### config.mk
export PLATFORM = sky130hd
export DESIGN_NAME = controller_port_flat
export DESIGN_NICKNAME = d
export VERILOG_FILES = /design/src/rtl/controller_port_pkg.sv /design/src/rtl/controller_port_if.sv /design/src/rtl/controller_shift_reg.sv /design/src/rtl/controller_port.sv /design/src/flat_wrapper.sv
export SDC_FILE = /design/constraint.sdc
export NUM_CORES = 1
export LEC_CHECK = 0
export ABC_AREA = 1
export BUFFER_PORTS_ARGS = -buffer_cell sky130_fd_sc_hd__buf_2
export CAP_MARGIN = 20
export CORE_MARGIN = 2
export CORE_UTILIZATION = 50
export DETAILED_ROUTE_END_ITERATION = 10
export GPL_TIMING_DRIVEN = 0
export PLACE_DENSITY = 0.79
export REMOVE_ABC_BUFFERS = 1
export SYNTH_ARGS = -nofsm -noshare
export SYNTH_HDL_FRONTEND = slang
export SYNTH_SLANG_ARGS = --single-unit
### constraint.sdc
create_clock -name clk -period 3.4 [get_ports clk]
set_input_delay 0 -clock clk [delete_from_list [all_inputs] [get_ports clk]]
set_output_delay 0 -clock clk [all_outputs]
set_load 0.1 [all_outputs]
### src/rtl/controller_port_pkg.sv
// Shared types and constants for the NES joypad port block.
// Button order, register selects and the default open-bus value.
package ControllerPkg;

   typedef enum logic [2:0] {
      BTN_A,
      BTN_B,
      BTN_SELECT,
      BTN_START,
      BTN_UP,
      BTN_DOWN,
      BTN_LEFT,
      BTN_RIGHT
   } btn_e;

   localparam logic REG_JOY1 = 1'b0;
   localparam logic REG_JOY2 = 1'b1;

   localparam logic [7:0] OPEN_BUS_DEF = 8'h40;

endpackage

### src/rtl/controller_port_if.sv
// CPU-side access bundle for the joypad registers $4016/$4017.
// cs_n/addr/rw/data_in come from the CPU; data_out returns to it.
interface controller_port_if;
   import ControllerPkg::*;

   logic       cs_n;
   logic       addr;
   logic       rw;
   logic [7:0] data_in;
   logic [7:0] data_out;

   modport master (
      output cs_n, addr, rw, data_in,
      input  data_out
   );

   modport slave (
      input  cs_n, addr, rw, data_in,
      output data_out
   );

endinterface

### src/rtl/controller_shift_reg.sv
// One joypad port: button synchroniser, 4021-style shift register,
// saturating shift counter. Ports: clk, reset, load, shift,
// buttons_async in; bit0 (current serial bit), count out.
module controller_shift_reg
   import ControllerPkg::*;
#(
   parameter int   SYNC_STAGES = 2,
   parameter logic EMPTY_BIT   = 1'b1
) (
   input  logic       clk,
   input  logic       reset,
   input  logic       load,
   input  logic       shift,
   input  logic [7:0] buttons_async,
   output logic       bit0,
   output logic [3:0] count
);

   logic [7:0] sync_q [SYNC_STAGES];
   logic [7:0] sr_q, sr_d;
   logic [3:0] cnt_q, cnt_d;

   // load wins over shift: while strobe is high the port is transparent
   always_comb begin
      sr_d  = sr_q;
      cnt_d = cnt_q;
      if (load) begin
         sr_d  = sync_q[SYNC_STAGES-1];
         cnt_d = 4'd0;
      end else if (shift) begin
         sr_d  = {EMPTY_BIT, sr_q[7:1]};
         cnt_d = (cnt_q == 4'd8) ? 4'd8 : cnt_q + 4'd1;
      end
   end

   always_ff @(posedge clk or posedge reset) begin
      if (reset) begin
         for (int i = 0; i < SYNC_STAGES; i++)
            sync_q[i] <= '0;
         sr_q  <= 8'hFF;
         cnt_q <= 4'd8;
      end else begin
         sync_q[0] <= buttons_async;
         for (int i = 1; i < SYNC_STAGES; i++)
            sync_q[i] <= sync_q[i-1];
         sr_q  <= sr_d;
         cnt_q <= cnt_d;
      end
   end

   assign bit0  = sr_q[BTN_A];
   assign count = cnt_q;

endmodule

### src/rtl/controller_port.sv
// NES joypad responder: decodes $4016/$4017 accesses, holds the
// strobe latch and muxes the two serial ports onto the read bus.
// Ports: clk, reset, bus (slave), buttons_p1/p2 in; strobe,
// read_count_p1 out.
module controller_port
   import ControllerPkg::*;
#(
   parameter int         SYNC_STAGES = 2,
   parameter logic [7:0] OPEN_BUS    = OPEN_BUS_DEF,
   parameter logic       EMPTY_BIT   = 1'b1
) (
   input  logic              clk,
   input  logic              reset,
   controller_port_if.slave  bus,
   input  logic [7:0]        buttons_p1,
   input  logic [7:0]        buttons_p2,
   output logic              strobe,
   output logic [3:0]        read_count_p1
);

   logic acc, acc_q;
   logic rw_q, addr_q;
   logic strobe_q, strobe_d;
   logic acc_end, wr_start;
   logic shift1, shift2;
   logic bit1, bit2, bit_sel;
   logic [3:0] unused_cnt2;
   logic [6:0] unused_din;

   assign acc      = ~bus.cs_n;
   assign acc_end  = acc_q & ~acc;
   assign wr_start = acc & ~acc_q & ~bus.rw & (bus.addr == REG_JOY1);

   always_comb begin
      strobe_d = strobe_q;
      if (wr_start)
         strobe_d = bus.data_in[0];
   end

   // rw/addr are held from the last selected cycle for the end-of-access shift
   always_ff @(posedge clk or posedge reset) begin
      if (reset) begin
         acc_q    <= 1'b0;
         rw_q     <= 1'b0;
         addr_q   <= 1'b0;
         strobe_q <= 1'b0;
      end else begin
         acc_q    <= acc;
         strobe_q <= strobe_d;
         if (acc) begin
            rw_q   <= bus.rw;
            addr_q <= bus.addr;
         end
      end
   end

   assign shift1 = ~strobe_q & acc_end & rw_q & (addr_q == REG_JOY1);
   assign shift2 = ~strobe_q & acc_end & rw_q & (addr_q == REG_JOY2);

   controller_shift_reg #(
      .SYNC_STAGES (SYNC_STAGES),
      .EMPTY_BIT   (EMPTY_BIT)
   ) u_p1 (
      .clk           (clk),
      .reset         (reset),
      .load          (strobe_q),
      .shift         (shift1),
      .buttons_async (buttons_p1),
      .bit0          (bit1),
      .count         (read_count_p1)
   );

   controller_shift_reg #(
      .SYNC_STAGES (SYNC_STAGES),
      .EMPTY_BIT   (EMPTY_BIT)
   ) u_p2 (
      .clk           (clk),
      .reset         (reset),
      .load          (strobe_q),
      .shift         (shift2),
      .buttons_async (buttons_p2),
      .bit0          (bit2),
      .count         (unused_cnt2)
   );

   assign unused_din = bus.data_in[7:1];
   assign bit_sel    = (bus.addr == REG_JOY2) ? bit2 : bit1;

   // reset also blanks the read bus so a held access shows 00
   assign bus.data_out = (acc & bus.rw & ~reset)
                         ? {OPEN_BUS[7:1], bit_sel} : 8'h00;
   assign strobe       = strobe_q;

endmodule

### src/flat_wrapper.sv
// flat-port wrapper written by rule: the top's interface ports become plain ports
module controller_port_flat import ControllerPkg::*;
#(
   parameter int         SYNC_STAGES = 2,
   parameter logic [7:0] OPEN_BUS    = OPEN_BUS_DEF,
   parameter logic       EMPTY_BIT   = 1'b1
)
  (clk, reset, buttons_p1, buttons_p2, strobe, read_count_p1, bus_cs_n, bus_addr, bus_rw, bus_data_in, bus_data_out);
  controller_port_if bus_i ();
  input  logic clk;
  input  logic reset;
  input  logic [7:0] buttons_p1;
  input  logic [7:0] buttons_p2;
  output logic strobe;
  output logic [3:0] read_count_p1;
  input wire logic [$bits(bus_i.cs_n)-1:0] bus_cs_n;
  input wire logic [$bits(bus_i.addr)-1:0] bus_addr;
  input wire logic [$bits(bus_i.rw)-1:0] bus_rw;
  input wire logic [$bits(bus_i.data_in)-1:0] bus_data_in;
  output wire logic [$bits(bus_i.data_out)-1:0] bus_data_out;
  assign bus_i.cs_n = bus_cs_n;
  assign bus_i.addr = bus_addr;
  assign bus_i.rw = bus_rw;
  assign bus_i.data_in = bus_data_in;
  assign bus_data_out = bus_i.data_out;
  controller_port #(.SYNC_STAGES(SYNC_STAGES), .OPEN_BUS(OPEN_BUS), .EMPTY_BIT(EMPTY_BIT)) u_core (.clk(clk), .reset(reset), .bus(bus_i), .buttons_p1(buttons_p1), .buttons_p2(buttons_p2), .strobe(strobe), .read_count_p1(read_count_p1));
endmodule
; ---- Yosys cells after proc, flatten, opt, wreduce, memory -nomap -nowiden
; Cells that the tools add are included.
[classes]
n_mux = 9
n_eq_ne = 1
add_sub_neg = 1
bitwise = 17
n_reduce_logical = 2
[ops]
columns = op, n
row1 = $mux 8, 4
row2 = $mux 4, 3
row3 = $and 1x1->1, 10
row4 = $mux 7, 1
row5 = $not 1->1, 7
row6 = $add 4x1->4 const B, 1
row7 = $eq 4x4->1 const B, 1
row8 = $reduce_bool 2->1, 2
row9 = $mux 1, 1
[word_totals]
wordCells = 41
in_bits = 29
regBits = 56

; ---- Longest topological paths before layout
[logic_depth]
ltp_word = 6
ltp_mapped = 8
ltp_nobuf = 7

; ---- Hierarchy
; From an unflattened synthesis, not the netlist that was laid out.
[hier_totals]
cells_unflattened = 210
hier_area_um2 = 2274.7
[by_module_without_submodules]
columns = mod, n_inst, area_per_inst_um2, cells_each
row1 = controller_shift_reg, 2, 1011.0, 87
row2 = controller_port, 1, 252.7, 36

; ---- Worst setup path after synthesis
; No wires, ideal clock.
[synth_path]
kind = input-to-output
from = in bus_cs_n
to = out bus_data_out[0]
required_ns = 3.400
arrival_time_ns = 3.710
path_buffers = 0
path_slack_ns = -0.310
stages = 4
path_cell_list = inv_1 -> nand2_1 -> nor2_1 -> a21boi_0
[synth_between]
elab_chain_len = 4
[synth_rtl]
columns = element, line
row1 = from (decl), flat_wrapper.sv:16  ; input wire logic [$bits(bus_i.cs_n)-1:0] bus_cs_n;
row2 = $not 1->1, controller_port.sv:30  ; assign acc = ~bus.cs_n;
row3 = $and 1x1->1 (2 in a row), controller_port.sv:90  ; assign bus.data_out = (acc & bus.rw & ~reset)
row4 = $mux 7, controller_port.sv:91  ; ? {OPEN_BUS[7:1], bit_sel} : 8'h00;
row5 = to (decl), flat_wrapper.sv:20  ; output wire logic [$bits(bus_i.data_out)-1:0] bus_data_out;
; No other way between the ends.

; ---- Worst setup path after layout
[layout_path]
from = reg u_core.strobe_q (netlist: u_core.strobe)
to = reg u_core.u_p1.sr_q[2]
[layout_between]
elab_chain_len = 5
elab_cells_between_ends = 6
[layout_rtl]
columns = element, line
row1 = from (decl), controller_port.sv:23  ; logic strobe_q, strobe_d;
row2 = from (signal assigned), controller_port.sv:49  ; strobe_q <= strobe_d;
row3 = $not 1->1, controller_port.sv:57  ; assign shift1 = ~strobe_q & acc_end & rw_q & (addr_q == REG_JOY1);
row4 = $and 1x1->1 (3 in a row), controller_port.sv:57
row5 = $reduce_bool 2->1 (no line), n/a
row6 = to (signal assigned), controller_shift_reg.sv:46  ; sr_q <= sr_d;
row7 = to (decl), controller_shift_reg.sv:20  ; logic [7:0] sr_q, sr_d;
; Parallel ways exist; a longest one is shown, timed or not.
; A chain may end at the register's enable or synchronous reset.

==> metrics.txt <==
result of the run complete, no violations; nets@finish 295; worst-case clock skew 0.00248 ns; portion of the post-synthesis area used by sequential elements 65.3%; placed cells approximately 290; total grt overflow 0; final hold slack ~0.0058 ns; Peak VDD IR around 0.40 mV; most frequent cells after synthesis sky130_fd_sc_hd__nand2_1 (87), sky130_fd_sc_hd__dfrtp_1 (39), sky130_fd_sc_hd__nand3_1 (23), sky130_fd_sc_hd__dfstp_2 (17), sky130_fd_sc_hd__inv_1 (12); total negative slack 0 ns; total of flip-flops plus latches after synthesis 56; ys async rst share 100%; Diodes inserted 0; cell-by-cell trace of the critical path inv_6 > nand2_4 > nor2_8 > nand2_2 > nand2_2 > nand2_1 > nand2_1; area fraction of the dominant cell type after synthesis between 40% and 50%; Mapped Area 2180 um^2; critical path required time 3.63 ns; standard-cell row count 24; cts bufs inserted 5; reported max-cap violation count 0; net switching fraction of the power about 28%; Leakage approximately 1.4 nW; cells taking the most area after synthesis sky130_fd_sc_hd__dfrtp_1 (45%), sky130_fd_sc_hd__dfstp_2 (20%), sky130_fd_sc_hd__nand2_1 (15%); met3 routing resource usage after global routing under 10%; Mean Syn Cell Area just over 10 um^2; CTS tree done; Worst Max-Slew Pin Slew 0.657 ns; I/O Pins 42; dominant combinational cell family by area after synthesis simple AND/OR/NAND/NOR gates; Layout Cells excl Fill 317; unrepaired setup endpoints after global routing false; Max transition margin 56.2%; worst-case setup margin in the final layout 1.60 ns; Worst Path Class, Setup reg2reg; Core ar. 4260 um^2; placed instance area between 2000 and 2500 um^2; initial core utilization between 50% and 60%; fmax roughly 560 MHz; via density per instance approximately 4.5; maximum fanout along the worst path 37; final RePlAce weighted congestion ~0.76; met1 Use GR 19.2%; WL/cell approximately 11 um; level count of the clock H-tree 2; clock sinks 56; busiest layer in global routing met2; largest net degree at the start of global routing 38; total power per unit cell area 581 nW/um^2; setup violators final 0; Simple-Gate Fraction of Synth Area 26.1%; post-layout power 1.55 mW; post-route cell area between 2000 and 3000 um^2; vias in the first global route 1342; final clock period utilization by the worst path a little over half; YS warnings 0; residual DRC count 0; global-route wire length before repair between 5 and 6 mm; hold violation total from the final report 0; GRT Resource Usage Total approximately 15%; internal cell power between 1 and 1.5 mW; floorplan die height around 70 um; data arrival time of the critical path 2.03 ns; relative contribution of the clock network to total power about 29%; initial antenna violation count 0; max incr delay on CP about 0.77 ns; routed via count between 1000 and 1500; gate count after technology mapping 215; synth unique cells 21; clock tree buffer depth 2; adder-cell area share of the yosys netlist between 1 and 1.5%; Root Buffer Master sky130_fd_sc_hd__clkbuf_8; number of design-rule violations left by the first detailed-router iteration 60; fraction of power consumed by combinational cells around 17%; CP startpoint kind register; met2 Track Usage GR between 20% and 30%; final standard cell utilization of the core 62.3%; leading cell type by number of instances after synthesis sky130_fd_sc_hd__nand2_1; worst-case setup slack after placement approximately 1.6 ns; total wire length after detailed routing 3.36 mm; sequential cell fraction of total power 54.2%; critical path's slowest cell sky130_fd_sc_hd__dfrtp_1; Net Switching 431 uW; Die Area approximately 5000 um^2; Synth Area in Compound Gates less than 1%; Post-DRT Antenna Nets 0; flip-flop cell with the highest count after synthesis sky130_fd_sc_hd__dfrtp_1; die boundary width 70.0 um; critical path endpoint category register; XOR/XNOR share of the synthesized area 0%; share of cell area taken by muxes after synthesis 0%; post-CTS clock slew at the launch and capture registers of the worst setup and hold paths about 0.09 ns; layout cells sized above 1 ~25%; synthesis-to-finish area growth 21.9%; number of synthesized flops with an enable pin 0; number of port buffers 28; total iterations of the first detailed-routing run 4; Slew Limit Fails 0; path class of the lowest-slack min-delay path in2reg; time the final worst path needs with I/O delays and setup between 1.5 and 2 ns; HPWL after detailed placement 2.21 mm; Worst-Skew Late Latency about 0.3 ns; library cell with the largest summed area after synthesis sky130_fd_sc_hd__dfrtp_1
==> cells by family after synthesis <==
kind of cell	count (synthesis)
other	1
buffers and inverters	25
adders and majority gates	2
AOI/OAI and AO/OA	3
DFF	56
and+or+nand+nor	128
==> state kept, by name, summed over array words and instances (netlist names) <==
register	cells
u_core.u_p1.sync_q	16
u_core.u_p2.sync_q	16
u_core.u_p1.sr_q	8
u_core.u_p2.sr_q	8
u_core.u_p1.count	4
u_core.acc_q	1
u_core.addr_q	1
u_core.rw_q	1
u_core.strobe	1
==> critical path, delay by kind of cell, from the launching register on <==
kind | cells | cell delay (ns)
buffers and inverters | 1 | 0.24
flip-flops | 1 | 0.77
AND/OR/NAND/NOR | 6 | 0.71
==> worst paths after layout <==
path                            depth (start not counted)  slack, ns                    from                     to
max in group asynchronous                               4       2.48                   reset    u_core.u_p2.sr_q[7]
worst max register to register                          7       1.60           u_core.strobe    u_core.u_p1.sr_q[2]
worst min-delay path                                    3      0.006                bus_addr          u_core.addr_q
min in group asynchronous                               3       0.31                   reset            u_core.rw_q
worst max-delay path                                    7       1.60           u_core.strobe    u_core.u_p1.sr_q[2]
worst min register to register                          0       0.35  u_core.u_p1.sync_q[11]  u_core.u_p1.sync_q[3]
==> placed cells by master (no fill, tap or decap) <==
| cell | instances |
|---|---|
| sky130_fd_sc_hd__o21ai_0 | 1 |
| sky130_fd_sc_hd__a21boi_0 | 1 |
| sky130_fd_sc_hd__clkbuf_8 | 6 |
| sky130_fd_sc_hd__inv_6 | 1 |
| sky130_fd_sc_hd__nand2_4 | 3 |
| sky130_fd_sc_hd__nand2_2 | 3 |
| sky130_fd_sc_hd__inv_1 | 11 |
| sky130_fd_sc_hd__ha_1 | 2 |
| sky130_fd_sc_hd__nand3_1 | 23 |
| sky130_fd_sc_hd__or2_2 | 2 |
| sky130_fd_sc_hd__inv_2 | 1 |
| sky130_fd_sc_hd__nor2_1 | 7 |
| sky130_fd_sc_hd__nand2_1 | 87 |
| sky130_fd_sc_hd__bufinv_16 | 1 |
| sky130_fd_sc_hd__buf_12 | 1 |
| sky130_fd_sc_hd__nor3_2 | 1 |
| sky130_fd_sc_hd__a21oi_1 | 1 |
| sky130_fd_sc_hd__conb_1 | 6 |
| sky130_fd_sc_hd__clkinv_4 | 1 |
| sky130_fd_sc_hd__dfrtp_1 | 39 |
| sky130_fd_sc_hd__buf_2 | 28 |
| sky130_fd_sc_hd__nand4_1 | 1 |
| sky130_fd_sc_hd__dfstp_2 | 17 |
| sky130_fd_sc_hd__nor2_8 | 1 |
| sky130_fd_sc_hd__dlygate4sd3_1 | 20 |
==> power by group through the flow <==
stage,Sequential (mW),Combinational (mW),Clock (mW)
after floorplan,0.856,0.182,0
after global placement,0.846,0.239,0
after detailed placement,0.851,0.251,0
after CTS,0.839,0.270,0.451
after global routing,0.850,0.302,0.479
final,0.838,0.266,0.441
==> layer usage <==
layer	up-vias	wire length [um]	part of all wire [%]
li1	747	-	-
met1	661	1540	46
met2	28	1670	50
met3	2	117	3.5
met4	0	29	0.86
met5	-	0	0
==> repair_timing <==
| action | in CTS | in global routing |
|---|---|---|
| hold buffers | 20 | 0 |
| gates resized for setup | 0 | 0 |
| endpoints found under the hold margin | 42 | 0 |
| setup buffers | 0 | 0 |
| endpoints found under the setup margin | 0 | 0 |
==> area by class of cell <==
type,count,area [um^2]
clock buffers,6,82.6
clock inverters,2,38.8
fillers,353,1610
inverters,13,53.8
multi-input cells,139,634
flip-flops and latches,56,1420
well taps,52,65.1
repair buffers,49,360
Note: power is estimated with default switching activity, not from simulation.
